File: config.mk
export PLATFORM = sky130hd
export DESIGN_NAME = pipeline_stall_controller
export DESIGN_NICKNAME = d
export VERILOG_FILES = /design/src/rtl/pipeline_ctrl_pkg.sv /design/src/rtl/int_pending_latch.sv /design/src/rtl/pipeline_stall_controller.sv
export SDC_FILE = /design/constraint.sdc
export NUM_CORES = 1
export LEC_CHECK = 0
export CAP_MARGIN = 0
export CORE_UTILIZATION = 54
export CTS_CLUSTER_DIAMETER = 80
export CTS_CLUSTER_SIZE = 25
export DETAILED_ROUTE_END_ITERATION = 10
export PLACE_DENSITY_LB_ADDON = 0.25
export RECOVER_POWER = 100
export REMOVE_ABC_BUFFERS = 1
export SYNTH_ARGS = -nofsm -noshare
export SYNTH_HDL_FRONTEND = slang
export SYNTH_HIERARCHICAL = 1
export SYNTH_SLANG_ARGS = --single-unit
File: constraint.sdc
create_clock -name clk -period 3.3 [get_ports clk]
set_clock_uncertainty 0.1 [all_clocks]
set_input_delay 0.495 -clock clk [delete_from_list [all_inputs] [get_ports clk]]
set_output_delay 0.495 -clock clk [all_outputs]
set_load 0.01 [all_outputs]
File: src/rtl/pipeline_ctrl_pkg.sv
// Shared definitions for the pipeline stall/flush/interrupt controller:
// FSM encoding and the default interrupt drain length.
package pipeline_ctrl_pkg;

    typedef enum logic [2:0] {
        ST_RUN       = 3'd0,
        ST_INT_DRAIN = 3'd1,
        ST_INT_PUSH  = 3'd2,
        ST_INT_VEC   = 3'd3,
        ST_HALT      = 3'd4
    } state_t;

    localparam int DRAIN_CYCLES_DEFAULT = 3;
    localparam int DRAIN_W              = 8;
    localparam int STALL_CNT_W          = 8;

endpackage

File: src/rtl/int_pending_latch.sv
// Rising-edge detector on the interrupt line plus the pending flag it sets.
// A new edge in the same cycle as the acknowledge wins, so no request is lost.
module int_pending_latch (
    input  logic clk,
    input  logic rst,
    input  logic int_req,
    input  logic int_ack,
    output logic int_pending
);

    logic int_prev;
    logic int_edge;

    assign int_edge = int_req & ~int_prev;

    always_ff @(posedge clk or posedge rst) begin
        if (rst) begin
            int_prev    <= 1'b0;
            int_pending <= 1'b0;
        end else begin
            int_prev <= int_req;
            if (int_edge) begin
                int_pending <= 1'b1;
            end else if (int_ack) begin
                int_pending <= 1'b0;
            end
        end
    end

endmodule

File: src/rtl/pipeline_stall_controller.sv
// Pipeline hazard controller: load-use stalls, branch flushes, HLT, and the
// interrupt entry sequence (drain bubbles, push PC, load vector, acknowledge).
module pipeline_stall_controller
    import pipeline_ctrl_pkg::*;
#(
    parameter int DRAIN_CYCLES = DRAIN_CYCLES_DEFAULT
) (
    input  logic                   clk,
    input  logic                   rst,
    input  logic                   stall_req,
    input  logic                   branch_taken,
    input  logic                   hlt_ex,
    input  logic                   int_req,
    output logic                   pc_en,
    output logic                   if_id_en,
    output logic                   id_ex_en,
    output logic                   if_id_flush,
    output logic                   id_ex_flush,
    output logic                   ex_mem_flush,
    output logic                   int_push,
    output logic                   int_vec_sel,
    output logic                   int_ack,
    output logic [STALL_CNT_W-1:0] stall_cycles,
    output logic [2:0]             fsm_state
);

    localparam logic [DRAIN_W-1:0] DRAIN_LOAD = DRAIN_W'(DRAIN_CYCLES - 1);

    state_t               state;
    state_t               state_next;
    logic [DRAIN_W-1:0]   drain_cnt;
    logic [DRAIN_W-1:0]   drain_cnt_next;
    logic                 int_pending;

    int_pending_latch u_int_pending_latch (
        .clk         (clk),
        .rst         (rst),
        .int_req     (int_req),
        .int_ack     (int_ack),
        .int_pending (int_pending)
    );

    always_ff @(posedge clk or posedge rst) begin
        if (rst) begin
            state     <= ST_RUN;
            drain_cnt <= '0;
        end else begin
            state     <= state_next;
            drain_cnt <= drain_cnt_next;
        end
    end

    // Interrupt entry only from a quiet RUN cycle (no stall, no branch) or from HALT.
    always_comb begin
        state_next     = state;
        drain_cnt_next = drain_cnt;
        case (state)
            ST_RUN: begin
                if (!stall_req && !branch_taken) begin
                    if (int_pending) begin
                        state_next     = ST_INT_DRAIN;
                        drain_cnt_next = DRAIN_LOAD;
                    end else if (hlt_ex) begin
                        state_next = ST_HALT;
                    end
                end
            end
            ST_INT_DRAIN: begin
                if (!stall_req) begin
                    if (drain_cnt == '0) begin
                        state_next = ST_INT_PUSH;
                    end else begin
                        drain_cnt_next = drain_cnt - 1'b1;
                    end
                end
            end
            ST_INT_PUSH: state_next = ST_INT_VEC;
            ST_INT_VEC:  state_next = ST_RUN;
            ST_HALT: begin
                if (int_pending) begin
                    state_next     = ST_INT_DRAIN;
                    drain_cnt_next = DRAIN_LOAD;
                end
            end
            default: state_next = ST_RUN;
        endcase
    end

    always_comb begin
        pc_en        = 1'b1;
        if_id_en     = 1'b1;
        id_ex_en     = 1'b1;
        if_id_flush  = 1'b0;
        id_ex_flush  = 1'b0;
        ex_mem_flush = 1'b0;
        int_push     = 1'b0;
        int_vec_sel  = 1'b0;
        int_ack      = 1'b0;
        case (state)
            ST_INT_DRAIN: begin
                pc_en       = 1'b0;
                if_id_flush = 1'b1;
            end
            ST_INT_PUSH: begin
                pc_en       = 1'b0;
                if_id_flush = 1'b1;
                int_push    = 1'b1;
            end
            ST_INT_VEC: begin
                if_id_flush = 1'b1;
                int_vec_sel = 1'b1;
                int_ack     = 1'b1;
            end
            ST_HALT: begin
                pc_en       = 1'b0;
                if_id_flush = 1'b1;
            end
            default: ;
        endcase
        // A stall freezes the front end and bubbles EX/MEM; it masks branch flushes.
        if (stall_req && state != ST_HALT) begin
            pc_en        = 1'b0;
            if_id_en     = 1'b0;
            id_ex_en     = 1'b0;
            if_id_flush  = 1'b0;
            id_ex_flush  = 1'b0;
            ex_mem_flush = 1'b1;
        end else if (branch_taken) begin
            if_id_flush = 1'b1;
            id_ex_flush = 1'b1;
        end
        if (rst) begin
            pc_en        = 1'b0;
            if_id_en     = 1'b0;
            id_ex_en     = 1'b0;
            if_id_flush  = 1'b1;
            id_ex_flush  = 1'b1;
            ex_mem_flush = 1'b1;
            int_push     = 1'b0;
            int_vec_sel  = 1'b0;
            int_ack      = 1'b0;
        end
    end

    always_ff @(posedge clk or posedge rst) begin
        if (rst) begin
            stall_cycles <= '0;
        end else if (stall_req && stall_cycles != {STALL_CNT_W{1'b1}}) begin
            stall_cycles <= stall_cycles + 1'b1;
        end
    end

    assign fsm_state = state;

endmodule

==> summary.md <==
| Metric | Value |
|---|---|
| Antenna fix cells | `0` |
| CTS tree | `done` |
| Tmin final | `2907 ps` |
| Crit path depth | `4` |
| LEAKAGE | `0.6807 nW` |
| Setup CP Type | `input pin to primary output` |
| DRT Wirelength | `2.578 mm` |
| Wire length on met2 | `1.261 mm` |
| Multi-input gate area | `619.3 sq um` |
| Status | `complete, no violations` |
| Critical Path Start Type | `input pin` |
| Critical Path Start | `rst` |
| Warnings, synthesis | `6` |
| RSZ-0062 raised after global routing | `no` |
| DIE HEIGHT | `50.28 um` |
| Syn Area/Cell | `9.536 sq um` |
| Post-route antenna net violation count | `0` |
| Worst r2r dst | `drain_cnt[1]` |
| Via Count | `1,041` |
| CTS root buf | `clkbuf_4` |
| Total clock sinks | `21` |
| CTS Buffer Depth | `2` |
| Slew @ Worst Pin | `704.9 ps` |
| Slew Limit Fails | `0` |
| Vias in the first global route | `1,035` |
| Initial DRC count | `17` |
| Global-route wire length before repair | `4.333 mm` |
| Core area | `2212 sq um` |
| Wl on met1 | `1.161 mm` |
| Register area | `525.5 sq um` |
| Port Buffers | `25` |
| Die width | `50.28 um` |
| Commonest non-fill, non-tap cell in the layout | `dlygate4sd3_1` |
| Slew HR | `0.5301` |
| Slowest-stage cell, CP | `dlygate4sd3_1` |
| Total GRT Usage | `0.2292` |
| Grt ovf | `0` |
| CP top delay family | `buffers and inverters` |
| Post-synth EDFFs | `0` |
| Setup ws final | `393.3 ps` |
| Peak VDD IR | `0.0005816 V` |
| Crit path capture | `int_ack` |
| Drt first pass iters | `4` |
| DP HPWL | `1.911 mm` |
| Post-CTS setup buffers | `0` |
| Crit path cell chain | `dlygate4sd3_1 -> inv_1 -> and4_1 -> dlygate4sd3_1` |
| Crit path buf inv count | `3` |
| Initial core utilization | `0.5690` |
| TNS Setup | `0 ps` |
| CP required | `2700 ps` |
| Std-Cell Rows | `17` |
| Post-synthesis sequential area ratio | `0.4175` |
| Initial antenna violation count | `0` |
| Pwr Total | `1.247 mW` |
| R2r worst-path depth | `5` |
| Fin cells | `181` |
| H-tree depth | `1` |
| DRC violation count after routing | `0` |
| Mapped cell area | `1259 sq um` |
| Hold Crit Class | `register to register` |
| Pin count of the biggest net entering global routing | `14` |
| Hold Vio Cnt, Final | `0` |
| CTS Buf Count | `3` |
| Reg2reg setup slack | `810 ps` |
| Clock Latency Late Sink | `300 ps` |
| Commonest cells after routing, fill and taps aside | `23 x dlygate4sd3_1, 21 x dfrtp_1, 13 x inv_1` |
| Average wire per standard cell | `14.24 um` |
| Pwr dens | `823.5 nW/um^2` |
| CTS Hold Bufs | `0` |
| Post-synthesis register bit count | `21` |
| Highest Signal Layer | `met4` |
| Die area | `2528 sq um` |
| Ports | `26` |
| CP arrival | `2310 ps` |
| Dpl cells | `177` |
| Main flop type after synthesis | `dfrtp_1` |
| Fraction of registers with async set or reset after synthesis | `1.000` |
| Quantity of gates resized following cts | `0` |
| Final setup violation count | `0` |
| Worst r2r src | `fsm_state[0]` |
| Period utilization | `0.8808` |
| Post-Syn Instances | `132` |
| # nets final | `163` |
| Most frequent CP cell | `dlygate4sd3_1` |
| Maximum operating frequency | `344.0 MHz` |
| P&R area growth vs syn | `20.28%` |
| Critical path endpoint category | `primary output` |
| Met3 WL | `131 um` |
| DR vias/cell | `5.751` |
| Filler cells | `192` |
| Pre-CTS setup slack | `524.6 ps` |
| CTS clk-pin slew, worst paths | `120 ps` |
| Gp weighted congestion | `0.7836` |
| Max-cap violations | `0` |
| Crit Path Max Fanout | `9` |
| Share of post-route cells with drive strength above 1 | `0.06536` |
| Crit-path max cell delay | `620 ps` |
| Cell variety after synth | `45` |
synthesized netlist by cell type, types with 2 or more instances:
cell	n	area, sq um
dfrtp_1	21	525.5
inv_1	13	48.80
nand2_1	7	26.28
nor3_1	7	35.03
o211ai_1	7	52.55
nor2_1	6	22.52
o21ai_0	6	30.03
clkbuf_1	5	18.77
a21oi_1	4	20.02
xnor2_1	4	35.03
a32o_1	3	30.03
ha_1	3	37.54
nor3b_1	3	22.52
xor2_1	3	26.28
and3_1	2	12.51
buf_4	2	15.01
mux2_4	2	30.03
nand3_1	2	10.01
nand4_1	2	12.51
nor2b_1	2	12.51
o221ai_1	2	17.52
o2bb2ai_1	2	17.52
or3_1	2	12.51
routing by layer:
metal / global-route usage / vias to the layer above
li1: - / 516
met1: 0.2747 / 493
met2: 0.3822 / 28
met3: 0.04242 / 4
met4: 0.1286 / 0
met5: 0 / -
power by group:
| part | switching [mW] | leakage (nW) | internal (mW) |
|---|---|---|---|
| Sequential | 0.126 | 0.263 | 0.354 |
| Combinational | 0.333 | 0.400 | 0.309 |
| Clock | 0.0796 | 0.0177 | 0.0452 |
final cells by class:
| cell class | instances | area share |
|---|---|---|
| clock inverter | 1 | 0.003306 |
| sequential | 21 | 0.3471 |
| clock buffer | 3 | 0.01488 |
| inverter | 13 | 0.03223 |
| timing repair buffer | 27 | 0.1702 |
| multi-input combinational | 88 | 0.4091 |
| tap | 28 | 0.02314 |
per-stage QoR:
step	hold WS [ps]	area [sq um]	util
floorplan	136.2	1205	-
global route	357.4	1514	0.6844
CTS	352.9	1533	0.6929
finish	349.0	1514	0.6844
global placement	335.0	1505	0.6804
detailed placement	338.2	1505	0.6804
worst min path at each step:
stage,cells after the start,endpoint,start
after floorplan,1,u_int_pending_latch/int_pending,rst
after detailed placement,1,u_int_pending_latch/int_pending,u_int_pending_latch/int_prev
final,1,u_int_pending_latch/int_pending,u_int_pending_latch/int_prev
after global routing,1,u_int_pending_latch/int_pending,u_int_pending_latch/int_prev
after global placement,1,u_int_pending_latch/int_pending,u_int_pending_latch/int_prev
after CTS,1,u_int_pending_latch/int_pending,u_int_pending_latch/int_prev
logic make-up (layout without fill, tap and decap cells):
logic type	Yosys count	in the layout	synth area share
compound gates	33	33	0.2018
flops	21	21	0.4175
mux	4	4	0.04076
simple gates	41	41	0.1799
xor+xnor	7	7	0.04871
buf+inv	23	44	0.08150
fa+ha+maj	3	3	0.02982
flip-flops by register name, indices dropped and copies added, names as in the netlist:
| signal | flops |
|---|---|
| u_int_pending_latch/int_pending | 1 |
| fsm_state | 3 |
| u_int_pending_latch/int_prev | 1 |
| stall_cycles | 8 |
| drain_cnt | 8 |
worst reg2reg max path, delay by kind of cell, from the launching register on:
family / cells / cell delay (ps)
flops: 1 / 600
simple gates: 1 / 240
mux: 1 / 320
compound gates: 2 / 760
buf+inv: 1 / 370
No activity file was read; power rests on OpenSTA's default activity.
